## config.mk

```make
export PLATFORM = sky130hd
export DESIGN_NAME = code_sequencer_flat
export DESIGN_NICKNAME = d
export VERILOG_FILES = /design/src/rtl/code_seq_pkg.sv /design/src/rtl/code_seq_if.sv /design/src/rtl/code_seq_prog_mem.sv /design/src/rtl/code_sequencer.sv /design/src/flat_wrapper.sv
export SDC_FILE = /design/constraint.sdc
export NUM_CORES = 1
export LEC_CHECK = 0
export ABC_AREA = 0
export CAP_MARGIN = 25
export CORE_ASPECT_RATIO = 1.25
export CORE_UTILIZATION = 57
export CTS_CLUSTER_DIAMETER = 80
export DETAILED_ROUTE_END_ITERATION = 8
export PLACE_DENSITY = 0.87
export SLEW_MARGIN = 20
export SYNTH_ARGS = -nofsm -noshare
export SYNTH_HDL_FRONTEND = slang
export SYNTH_SLANG_ARGS = --single-unit
export TNS_END_PERCENT = 5
```

## constraint.sdc

```tcl
create_clock -name clk -period 3.9 [get_ports clk]
set_input_delay 0.78 -clock clk [delete_from_list [all_inputs] [get_ports clk]]
set_output_delay 0.78 -clock clk [all_outputs]
set_load 0.005 [all_outputs]
```

## src/rtl/code_seq_pkg.sv

```systemverilog
// code_seq_pkg
//   Shared definitions for the program sequencer and the training controller.
//   Opcode constants: OP_NOP, OP_SET_LAYER, OP_SET_COST.
//   seq_state_t: sequencer FSM states (IDLE, RUN, DONE).
//   Optional feature macro used by the sequencer: CODE_SEQ_STALL_EN.
package code_seq_pkg;

  localparam int OP_W = 4;

  localparam logic [OP_W-1:0] OP_NOP       = 4'd0;
  localparam logic [OP_W-1:0] OP_SET_LAYER = 4'd1;
  localparam logic [OP_W-1:0] OP_SET_COST  = 4'd2;

  typedef enum logic [1:0] {
    IDLE = 2'd0,
    RUN  = 2'd1,
    DONE = 2'd2
  } seq_state_t;

endpackage

```

## src/rtl/code_seq_if.sv

```systemverilog
// code_seq_if
//   Sequencer <-> controller link.
//   Sequencer drives: op, code_count, code_index, enable.
//   Controller drives: ctl_reset, ctl_code_reset, ctl_code_active.
//   Modports: master (sequencer side), slave (controller side).
interface code_seq_if #(
  parameter int OP_SIZE = 4
);

  logic [OP_SIZE-1:0] op;
  logic [31:0]        code_count;
  logic [31:0]        code_index;
  logic               enable;
  logic               ctl_reset;
  logic               ctl_code_reset;
  logic               ctl_code_active;

  modport master (
    output op, code_count, code_index, enable,
    input  ctl_reset, ctl_code_reset, ctl_code_active
  );

  modport slave (
    input  op, code_count, code_index, enable,
    output ctl_reset, ctl_code_reset, ctl_code_active
  );

endinterface

```

## src/rtl/code_seq_prog_mem.sv

```systemverilog
// code_seq_prog_mem
//   PROG_DEPTH x OP_SIZE program register file.
//   Ports: clk, rst_n (async clear to all-zero), we/waddr/wdata (synchronous
//   write), raddr/rdata (asynchronous read).
module code_seq_prog_mem #(
  parameter int OP_SIZE    = 4,
  parameter int PROG_DEPTH = 8,
  parameter int AW         = $clog2(PROG_DEPTH)
) (
  input  logic               clk,
  input  logic               rst_n,
  input  logic               we,
  input  logic [AW-1:0]      waddr,
  input  logic [OP_SIZE-1:0] wdata,
  input  logic [AW-1:0]      raddr,
  output logic [OP_SIZE-1:0] rdata
);

  logic [OP_SIZE-1:0] mem [PROG_DEPTH];

  always_ff @(posedge clk or negedge rst_n) begin
    if (!rst_n) begin
      for (int i = 0; i < PROG_DEPTH; i++) begin
        mem[i] <= '0;
      end
    end else if (we) begin
      mem[waddr] <= wdata;
    end
  end

  assign rdata = mem[raddr];

endmodule

```

## src/rtl/code_sequencer.sv

```systemverilog
// code_sequencer
//   Program sequencer for the training controller. Steps through a loadable
//   opcode program (one slot per layer), loops it once per epoch and reports
//   completion to the host.
//   Host ports : start, epochs, prog_len, prog_we/prog_addr/prog_op,
//                busy, done, err, epoch_left.
//   ctl        : code_seq_if.master (op, code_count, code_index, enable out;
//                ctl_reset, ctl_code_reset, ctl_code_active in).
//   Optional   : CODE_SEQ_STALL_EN adds input stall (freezes a run in place).
module code_sequencer
  import code_seq_pkg::*;
#(
  parameter int OP_SIZE    = 4,
  parameter int PROG_DEPTH = 8,
  parameter int AW         = $clog2(PROG_DEPTH)
) (
  input  logic               clk,
  input  logic               rst_n,
`ifdef CODE_SEQ_STALL_EN
  input  logic               stall,
`endif
  input  logic               start,
  input  logic [31:0]        epochs,
  input  logic [AW:0]        prog_len,
  input  logic               prog_we,
  input  logic [AW-1:0]      prog_addr,
  input  logic [OP_SIZE-1:0] prog_op,
  code_seq_if.master         ctl,
  output logic               busy,
  output logic               done,
  output logic               err,
  output logic [31:0]        epoch_left
);

  function automatic logic [31:0] sat_inc(input logic [31:0] v);
    return (v == 32'hFFFF_FFFF) ? v : v + 32'd1;
  endfunction

  seq_state_t state, state_nxt;

  logic [31:0]        cnt_q, cnt_nxt;
  logic [31:0]        idx_q, idx_nxt;
  logic [31:0]        ep_q, ep_nxt;
  logic [AW:0]        len_q, len_nxt;
  logic               err_q, err_nxt;
  logic               busy_q, done_q;
  logic               stall_w;
  logic [31:0]        last_idx;
  logic [OP_SIZE-1:0] rd_op;

`ifdef CODE_SEQ_STALL_EN
  assign stall_w = stall;
`else
  assign stall_w = 1'b0;
`endif

  assign last_idx = 32'(len_q) - 32'd1;

  code_seq_prog_mem #(
    .OP_SIZE   (OP_SIZE),
    .PROG_DEPTH(PROG_DEPTH),
    .AW        (AW)
  ) u_prog_mem (
    .clk  (clk),
    .rst_n(rst_n),
    .we   (prog_we && (state == IDLE)),
    .waddr(prog_addr),
    .wdata(prog_op),
    .raddr(idx_q[AW-1:0]),
    .rdata(rd_op)
  );

  always_ff @(posedge clk or negedge rst_n) begin
    if (!rst_n) begin
      state <= IDLE;
    end else begin
      state <= state_nxt;
    end
  end

  // Next-state and counter updates; RUN applies the controller responses in
  // priority order, and a stall freezes everything including the state.
  always_comb begin
    state_nxt = state;
    cnt_nxt   = cnt_q;
    idx_nxt   = idx_q;
    ep_nxt    = ep_q;
    len_nxt   = len_q;
    err_nxt   = err_q;
    case (state)
      IDLE: begin
        if (start) begin
          len_nxt   = prog_len;
          ep_nxt    = epochs;
          err_nxt   = 1'b0;
          cnt_nxt   = '0;
          idx_nxt   = '0;
          state_nxt = (epochs == 32'd0) ? DONE : RUN;
        end
      end
      RUN: begin
        if (!stall_w) begin
          if (ctl.ctl_code_reset) begin
            idx_nxt = '0;
            cnt_nxt = '0;
            ep_nxt  = ep_q - 32'd1;
            if (ep_q == 32'd1) begin
              state_nxt = DONE;
            end
          end else if (ctl.ctl_reset && ctl.ctl_code_active) begin
            cnt_nxt = '0;
            // Advancing past the last slot means the program lacks an
            // epoch terminator; index holds on the last slot.
            if (idx_q == last_idx) begin
              err_nxt   = 1'b1;
              state_nxt = DONE;
            end else begin
              idx_nxt = idx_q + 32'd1;
            end
          end else if (ctl.ctl_reset) begin
            cnt_nxt = '0;
          end else begin
            cnt_nxt = sat_inc(cnt_q);
          end
        end
      end
      DONE: begin
        state_nxt = IDLE;
      end
      default: begin
        state_nxt = IDLE;
      end
    endcase
  end

  always_ff @(posedge clk or negedge rst_n) begin
    if (!rst_n) begin
      cnt_q  <= '0;
      idx_q  <= '0;
      ep_q   <= '0;
      len_q  <= '0;
      err_q  <= 1'b0;
      busy_q <= 1'b0;
      done_q <= 1'b0;
    end else begin
      cnt_q  <= cnt_nxt;
      idx_q  <= idx_nxt;
      ep_q   <= ep_nxt;
      len_q  <= len_nxt;
      err_q  <= err_nxt;
      busy_q <= (state_nxt == RUN);
      done_q <= (state_nxt == DONE);
    end
  end

  assign ctl.op         = busy_q ? rd_op : OP_SIZE'(OP_NOP);
  assign ctl.code_count = cnt_q;
  assign ctl.code_index = idx_q;
  assign ctl.enable     = busy_q & ~stall_w;
  assign busy           = busy_q;
  assign done           = done_q;
  assign err            = err_q;
  assign epoch_left     = ep_q;

endmodule

```

## src/flat_wrapper.sv

```systemverilog
// flat-port wrapper written by rule: the top's interface ports become plain ports
module code_sequencer_flat import code_seq_pkg::*;
#(
  parameter int OP_SIZE    = 4,
  parameter int PROG_DEPTH = 8,
  parameter int AW         = $clog2(PROG_DEPTH)
)
  (clk, rst_n, start, epochs, prog_len, prog_we, prog_addr, prog_op, busy, done, err, epoch_left, ctl_op, ctl_code_count, ctl_code_index, ctl_enable, ctl_ctl_reset, ctl_ctl_code_reset, ctl_ctl_code_active);
  code_seq_if #(.OP_SIZE(OP_SIZE)) ctl_i ();
  input  logic clk;
  input  logic rst_n;
  input  logic start;
  input  logic [31:0] epochs;
  input  logic [AW:0] prog_len;
  input  logic prog_we;
  input  logic [AW-1:0] prog_addr;
  input  logic [OP_SIZE-1:0] prog_op;
  output logic busy;
  output logic done;
  output logic err;
  output logic [31:0] epoch_left;
  output wire logic [$bits(ctl_i.op)-1:0] ctl_op;
  output wire logic [$bits(ctl_i.code_count)-1:0] ctl_code_count;
  output wire logic [$bits(ctl_i.code_index)-1:0] ctl_code_index;
  output wire logic [$bits(ctl_i.enable)-1:0] ctl_enable;
  input wire logic [$bits(ctl_i.ctl_reset)-1:0] ctl_ctl_reset;
  input wire logic [$bits(ctl_i.ctl_code_reset)-1:0] ctl_ctl_code_reset;
  input wire logic [$bits(ctl_i.ctl_code_active)-1:0] ctl_ctl_code_active;
  assign ctl_op = ctl_i.op;
  assign ctl_code_count = ctl_i.code_count;
  assign ctl_code_index = ctl_i.code_index;
  assign ctl_enable = ctl_i.enable;
  assign ctl_i.ctl_reset = ctl_ctl_reset;
  assign ctl_i.ctl_code_reset = ctl_ctl_code_reset;
  assign ctl_i.ctl_code_active = ctl_ctl_code_active;
  code_sequencer #(.OP_SIZE(OP_SIZE), .PROG_DEPTH(PROG_DEPTH), .AW(AW)) u_core (.clk(clk), .rst_n(rst_n), .start(start), .epochs(epochs), .prog_len(prog_len), .prog_we(prog_we), .prog_addr(prog_addr), .prog_op(prog_op), .ctl(ctl_i), .busy(busy), .done(done), .err(err), .epoch_left(epoch_left));
endmodule
```

## Word-level counts from Yosys, hierarchy flattened

Cells that the tools add are included.

- Add/subtract/negate cells: 4
- $lt $le $gt $ge: 3
- Eq/ne operators: 14
- Muxes and demuxes: 32
- Bitwise operators: 2
- Reduce and logical (&&, ||, !) cells: 11

Operator list:

| cell | count |
|---|---|
| $mux 32 | 10 |
| $pmux 32 s2 | 3 |
| $add 32x1->32 const B | 2 |
| $bwmux 32 | 1 |
| $eq 32x1->1 const B | 1 |
| $eq 32x32->1 | 1 |
| $eq 32x32->1 const B | 1 |
| $logic_not 32->1 | 1 |
| $sub 32x1->32 const B | 1 |
| $mux 4 | 4 |
| $bmux 4 s3 | 1 |
| $demux 4 s3 | 1 |
| $mux 2 | 6 |
| $ge 4x4->1 const B | 2 |
| $not 3->4 | 2 |
| $ne 2x2->1 const B | 3 |
| $reduce_and 3->1 | 2 |
| $ne 5x4->1 const B | 1 |
| $reduce_and 5->1 | 1 |
| $sub 4x1->5 const B | 1 |
| $eq 2x1->1 const B | 2 |
| $lt 4x1->1 const B | 1 |
| $mux 1 | 4 |
| $ne 2x1->1 const B | 2 |
| 10 further kinds | 12 |

- Register bits: 137
- Output and inout bits: 104
- Word-level logic and storage cells: 82

## Logic depth before layout (Yosys ltp)

Gate-level depths: netlist of run 1.

- Depth after elaboration: 7
- Depth in mapped cells: 10
- Gate-level depth less buffers: 8

## Cells and area by module

A second synthesis of run 1 with hierarchy kept.

- Cells, all modules: 819
- Area total of the unflattened synthesis: 7776.2 sq um

Modules (own cells, without submodules):

| module | times used | cells each | area an instance (sq um) | seq. area each (sq um) |
|---|---|---|---|---|
| code_sequencer | 1 | 733 | 6251.0 | 2627.5 |
| code_seq_prog_mem | 1 | 86 | 1525.2 | 800.8 |

## Worst setup path before layout of run 1

No wires, ideal clock.

- Path kind: reg2out
- Start: register u_core.idx_q[0] (netlist: u_core.ctl.code_index[0])
- End: output ctl_op[1]
- Arrival time: 1658 ps
- Data required time: 3120 ps
- Slack: 1462 ps
- Cell stages (with the launch flop): 5
- Buffers on the path: 1
- Path through: dfrtp_1 -> clkbuf_1 -> mux4_2 -> mux2i_1 -> nor2b_1

- Cells in the longest elaborated chain, start to end: 5

Ends and longest elaborated chain:

| what | RTL line | source |
|---|---|---|
| from (decl) | code_sequencer.sv:42 | `logic [31:0] idx_q, idx_nxt;` |
| from (signal assigned) | code_sequencer.sv:147 | `idx_q <= idx_nxt;` |
| $not 3->4 (implied by the code) | code_seq_prog_mem.sv:31 | `assign rdata = mem[raddr];` |
| $bmux 4 s3 | code_seq_prog_mem.sv:31 |  |
| $mux 4 (implied by the code) (2 in a row) | code_seq_prog_mem.sv:31 |  |
| $mux 4 | code_sequencer.sv:156 | `assign ctl.op = busy_q ? rd_op : OP_SIZE'(OP_NOP);` |
| to (decl) | flat_wrapper.sv:22 | `output wire logic [$bits(ctl_i.op)-1:0] ctl_op;` |

Every way passes these cells. The select of a mux whose other input is x is not followed.

## Worst setup path after layout of run 1

- Start: register u_core.idx_q[0] (netlist: u_core.ctl.code_index[0])
- End: output ctl_op[0]

The elaborated chain is that of the path after synthesis.

==> run_results.csv, run 1 <==
group,metric,value,unit
placement,io_buffers,153,
setup_path,required,3120,ps
setup_path,crit_slowest_cell,"dfrtp_1",
timing,setup_tns,0,ps
logic_synthesis,yosysMostFrequentCell,"dfrtp_1",
setup_path,crit_type,"reg -> out",
global_route,grt_use_total,0.3139,
timing,worst_pin_slew,808.5,ps
global_route,grt_overflow,0,
logic_synthesis,syn_area,7889,µm²
timing,relSlewSlack,0.4560,
cts,clock-root-buffer,"clkbuf_16",
logic_synthesis,syn_nets,878,
global_route,grt_use_met2,0.5211,
layout,syn2layout_area_growth,28.44,%
placement,place_area,9530,µm²
route,drtIter0Drc,648,
route,dr_total_vias,7465,
pwr,p_per_area,550.3,nW/µm²
logic_synthesis,yosys_register_bits,137,
global_route,gr-usage-met1,0.4067,
logic_synthesis,synth_area_leaders,"dfrtp_1 43%, mux2_2 5.1%, o21ai_0 3.6%",
cts,ctsHoldBuffers,0,
setup_path,max_stage_delay,820,ps
layout,diodes,0,
setup_path,crit_path_end_kind,"output port",
cts,clkSinkCount,137,
floorplanning,chipHeight,133.5,µm
global_route,grt_max_degree,83,
floorplanning,fp.dieW,107.2,µm
route,drc,0,
global_route,grt_util_met3,0.05724,
logic_synthesis,yosysTopAreaCellShare,0.4346,
logic_synthesis,synth_cells,823,
timing,slew_violations,0,
logic_synthesis,synth_cell_types,70,
run,drv_cap,0,
route,postRouteAntennaNets,0,
layout,final_util,0.7590,
cts,cts_tree,"done",
timing,fmax,297.1,MHz
cts,cts_buffer_depth,2,
timing,fin_crit_sh,0.8631,
global_route,grt_pass1_vias,7108,
global_route,busiest_layer,"met2",
status,status,"complete, no violations",
timing,rsz0062_at_grt,"false",
timing,final-setup-viol-count,0,
timing,finalHoldViolCount,0,
logic_synthesis,ys_async_sr_fraction,1.000,
global_route,antenna_found_initial,0,
logic_synthesis,synth_flop_cell,"dfrtp_1",
setup_path,cp-start-kind,"register",
setup_path,rrSetupSlack,1170,ps
pwr,leakage,4.108,nW
layout,stdcell_area,10130,µm²
route,wl_per_cell,19.15,µm
cts,cts-htree-levels,4,
pwr,ir_drop,401.5,µV
cts,post_cts_resized,0,
floorplanning,num_io_pins,154,
placement,dp_hpwl,14860,µm
setup_path,worst_ep_arrival_time,2590,ps
cts,worstSkewPairLatency,420,ps
floorplanning,start_util,0.5910,
timing,period_minus_slack,3366,ps
global_route,grt_pass1_wl,35660,µm
cts,clk_pin_slew_worst_paths,60,ps
logic_synthesis,synth_seq_area_share,0.4346,
setup_path,crit_chain,"mux4_2 > mux2i_1 > nor2b_1 > clkdlybuf4s50_1",
logic_synthesis,synth_edf_count,0,
floorplanning,rows,47,
route,avgViaCountPerCell,6.531,
route,drtPass1Iterations,6,
min_path,hp-class,"in -> async",
placement,gp_congestion,0.8852,
floorplanning,fp.dieArea,14320,µm²
cts,postCtsSetupBuffers,0,
cts,cts_made_buffers,17,
timing,clock_skew,8.734,ps
route,wl,21880,µm
layout,drive_above_1_share,0.1368,
logic_synthesis,yosysWarnings,0,
floorplanning,coreArea,13350,µm²
layout,num-nets-final,1014,
logic_synthesis,netlist_top_cells_count,"137 x dfrtp_1, 76 x nand2_1, 63 x nor2_1, 57 x o21ai_0, 37 x a21oi_1",
setup_path,cp_max_fo,16,
logic_synthesis,synth_area_leader_cell,"dfrtp_1",
logic_synthesis,avgSynthCellArea,9.585,µm²
-- registers in the layout, indices dropped and copies added, names as in the netlist --
name and flops:
u_core.len_q 4, u_core.epoch_left 32, u_core.done 1, u_core.state 2, u_core.ctl.code_index 32, u_core.u_prog_mem.mem 32, u_core.busy 1, u_core.ctl.code_count 32
u_core.err 1
-- critical path: cells and delay by family, from the launching register on --
kind / cells / cell delay, ps
buf+inv: 1 / 440
mux: 2 / 810
flops: 1 / 820
simple gates: 1 / 70
-- final cells by class --
class,instances,area (µm²)
multi-input cells,626,4207
clock buffers,17,425.4
clock inverters,15,176.4
fillers,901,3217
well taps,171,214.0
flip-flops and latches,137,3428
inverters,15,56.30
repair buffers,162,1625
-- through the flow --
| step | cells | hold WS [ps] | power (mW) | setup WS [ps] |
|---|---|---|---|---|
| 6_report | 1143 | 403.4 | 5.575 | 533.8 |
| 5_1_grt | 1143 | 462.6 | 5.851 | 404.1 |
| 4_1_cts | 1143 | 439.9 | 5.563 | 526.9 |
| 3_5_place_dp | 1111 | 470.2 | 3.899 | 685.5 |
| 3_3_place_gp | 1111 | 466.8 | 3.836 | 732.2 |
| 2_1_floorplan | 823 | 467.3 | 3.108 | 1462 |
-- path summary, 6_finish.rpt --
kind,from,endpoint,cells past startpoint
max,u_core.ctl.code_index[0],ctl_op[0],4
min,rst_n,u_core.ctl.code_count[0],1
min reg2reg,u_core.err,u_core.err,2
max in group asynchronous,rst_n,u_core.u_prog_mem.mem[1],2
max reg2reg,u_core.ctl.code_count[0],u_core.ctl.code_count[20],7
min in group clk,u_core.err,u_core.err,2
-- report_power, final --
part | total, mW | switching, mW | internal [mW]
Sequential | 2.13 | 0.379 | 1.76
Clock | 1.65 | 0.645 | 1.01
Combinational | 1.79 | 0.855 | 0.935
Total | 5.58 | 1.88 | 3.70
-- metal layers --
metal	vias to the layer above	share of wire
met5	-	0
met4	0	0.022
met3	46	0.066
met2	355	0.51
met1	3662	0.40
li1	3402	-
-- layout by cell type (no fill, tap or decap), types with 18 or more instances in the layout --
cell type        count
clkdlybuf4s50_1    152
dfrtp_1            137
nand2_1             75
nor2_1              63
o21ai_0             57
a21oi_1             37
mux2_2              36
nand3_1             32
nor4_1              30
o31ai_1             18
-- cell families (layout without fill, tap and decap cells) --
kind of cell	count (synthesis)	in the layout	synth area share
AOI/OAI and AO/OA	213	213	0.1822
buffers and inverters	60	209	0.03410
and+or+nand+nor	340	340	0.2382
xor gates and xnor gates	11	11	0.01221
adders and majority gates	5	5	0.007930
DFF	137	137	0.4346
muxes	57	57	0.09072
Power figures use the tool's default switching activity.
==> inputs of run 2 (changes only) <==
--- a/config.mk
+++ b/config.mk
@@ -5,10 +5,10 @@
 export SDC_FILE = /design/constraint.sdc
 export NUM_CORES = 1
 export LEC_CHECK = 0
-export ABC_AREA = 0
+export ABC_AREA = 1
 export CAP_MARGIN = 25
 export CORE_ASPECT_RATIO = 1.25
-export CORE_UTILIZATION = 57
+export CORE_UTILIZATION = 59
 export CTS_CLUSTER_DIAMETER = 80
 export DETAILED_ROUTE_END_ITERATION = 8
 export PLACE_DENSITY = 0.87
==> run_results.csv, run 2 <==
group,metric,value,unit
timing,clock_skew,9.605,ps
timing,slew_violations,0,
logic_synthesis,synth_cells,1440,
layout,stdcell_area,11580,µm²
cts,cts_buffer_depth,2,
logic_synthesis,avgSynthCellArea,6.525,µm²
logic_synthesis,yosysMostFrequentCell,"nand2_1",
logic_synthesis,syn_area,9397,µm²
layout,final_common_cell,"nand2_1",
pwr,p_per_area,547.6,nW/µm²
placement,numPlacedInstances,1766,
cts,clkSinkCount,137,
floorplanning,chipHeight,143.1,µm
global_route,grt_max_degree,94,
route,wl,28050,µm
timing,hold_slack,421.5,ps
placement,dp_slack,944.5,ps
cts,worstSkewPairLatency,440,ps
setup_path,crit_path_end_kind,"output port",
floorplanning,rows,51,
timing,worst_pin_slew,1033,ps
route,avgViaCountPerCell,5.653,
layout,final_cells,1798,
route,drc,0,
timing,relSlewSlack,0.3115,
setup_path,cp-start-kind,"register",
pwr,leakage,5.156,nW
layout,diodes,0,
timing,fmax,285.0,MHz
layout,final_util,0.7435,
timing,final-setup-viol-count,0,
layout,syn2layout_area_growth,23.20,%
logic_synthesis,synth_area_leaders,"dfrtp_1 36%, nand2_1 18%, nor2_1 9.5%",
logic_synthesis,netlist_top_cells_count,"441 x nand2_1, 239 x nor2_1, 148 x nand3_1, 137 x dfrtp_1, 131 x inv_1",
logic_synthesis,synth_edf_count,0,
min_path,hp-class,"in -> async",
timing,fin_crit_sh,0.8996,
logic_synthesis,yosysWarnings,0,
placement,dp_hpwl,19540,µm
cts,postCtsSetupBuffers,0,
logic_synthesis,ys_async_sr_fraction,1.000,
floorplanning,coreArea,15570,µm²
timing,finalHoldViolCount,0,
setup_path,required,3120,ps
timing,period_minus_slack,3508,ps
layout,drive_above_1_share,0.06053,
pwr,ir_drop,421.0,µV
global_route,grt_overflow,0,
global_route,antenna_found_initial,0,
pwr,p_total,6.339,mW
route,dr_total_vias,10160,
placement,place_area,10980,µm²
global_route,grt_pass1_wl,45260,µm
cts,clk_pin_slew_worst_paths,70,ps
route,drtIter0Drc,1052,
floorplanning,fp.dieW,114.9,µm
layout,final_cell_mix,"441 x nand2_1, 239 x nor2_1, 152 x clkdlybuf4s50_1",
logic_synthesis,synth_cell_types,39,
timing,rsz0062_at_grt,"false",
floorplanning,num_io_pins,154,
timing,setup_tns,0,ps
route,postRouteAntennaNets,0,
cts,clock-root-buffer,"clkbuf_16",
logic_synthesis,synth_seq_area_share,0.3648,
cts,post_cts_resized,0,
placement,gp_congestion,0.9934,
logic_synthesis,synth_flop_cell,"dfrtp_1",
floorplanning,fp.dieArea,16440,µm²
setup_path,crit_type,"reg -> out",
logic_synthesis,yosysTopAreaCellShare,0.3648,
status,status,"complete, no violations",
cts,cts-htree-levels,4,
logic_synthesis,synth_area_leader_cell,"dfrtp_1",
placement,io_buffers,153,
cts,cts_made_buffers,17,
logic_synthesis,yosys_register_bits,137,
setup_path,cp_max_fo,32,
run,drv_cap,0,
setup_path,worst_ep_arrival_time,2730,ps
floorplanning,start_util,0.6035,
cts,cts_tree,"done",
route,drtPass1Iterations,7,
route,wl_per_cell,15.60,µm
global_route,grt_use_total,0.3504,
timing,layout_setup_ws,391.7,ps
cts,ctsHoldBuffers,0,
layout,num-nets-final,1628,
logic_synthesis,syn_nets,1495,
global_route,grt_pass1_vias,9492,
-- run 2: cell types whose count changed in the layout (fill, tap and decap cells not counted), moves of 19 or more --
cell     before  now
nor4_1       30   11
nand2_1      75  441
inv_1        15  131
nor2_1       63  239
nand3_1      32  148
mux2_2       36    0
o21ai_0      57   93
-- run 2: logic make-up after synthesis --
group,after synthesis,synth area share
AND/OR/NAND/NOR,928,0.4218
AO/OA/AOI/OAI,155,0.09268
multiplexers,1,0.001065
buffers and inverters,184,0.08495
adder cells (fa/ha/maj),5,0.006658
flip-flops,137,0.3648
XOR/XNOR,30,0.02796
-- run 2: final timing paths --
check | startpoint | end | slack [ps] | cells past startpoint
min in group clk | u_core.u_prog_mem.mem[30] | u_core.u_prog_mem.mem[30] | 500 | 2
setup reg to reg | u_core.ctl.code_index[0] | u_core.ctl.code_index[28] | 1170 | 10
max in group asynchronous | rst_n | u_core.ctl.code_count[2] | 2740 | 2
setup / recovery | u_core.ctl.code_index[0] | ctl_op[0] | 390 | 6
hold / removal | rst_n | u_core.ctl.code_index[23] | 420 | 1
hold reg to reg | u_core.u_prog_mem.mem[30] | u_core.u_prog_mem.mem[30] | 500 | 2
-- run 2: layout make-up --
class	instances	area (µm²)
clock buffers	18	439.2
clock inverters	14	152.6
fillers	1322	3994
inverters	137	515.5
multi-input cells	1119	5170
flip-flops and latches	137	3428
well taps	212	265.3
repair buffers	161	1605
-- run 2: metal layers --
metal  share of wire  vias to the layer above  routed length, µm  GRT usage
li1                -                     4894                  -          -
met1            0.40                     4766              11320     0.4296
met2            0.50                      425              13960     0.5954
met3           0.063                       79               1776    0.05772
met4           0.035                        0                992     0.1709
met5               0                        -                  0          0
-- run 2: worst max-delay path: stages (launching register included) --
cell,delay (ps)
dfrtp_1,1020
inv_2,270
nor2_1,200
o21ai_0,100
o21ai_0,160
a31oi_1,60
clkdlybuf4s50_1,470
-- run 2: report_power, final --
group          switching (mW)  total (mW)  internal, mW  leakage, nW
sequential              0.389        2.18          1.79         1.80
clock                   0.738        1.66         0.924        0.284
combinational            1.52        2.49         0.974         3.08
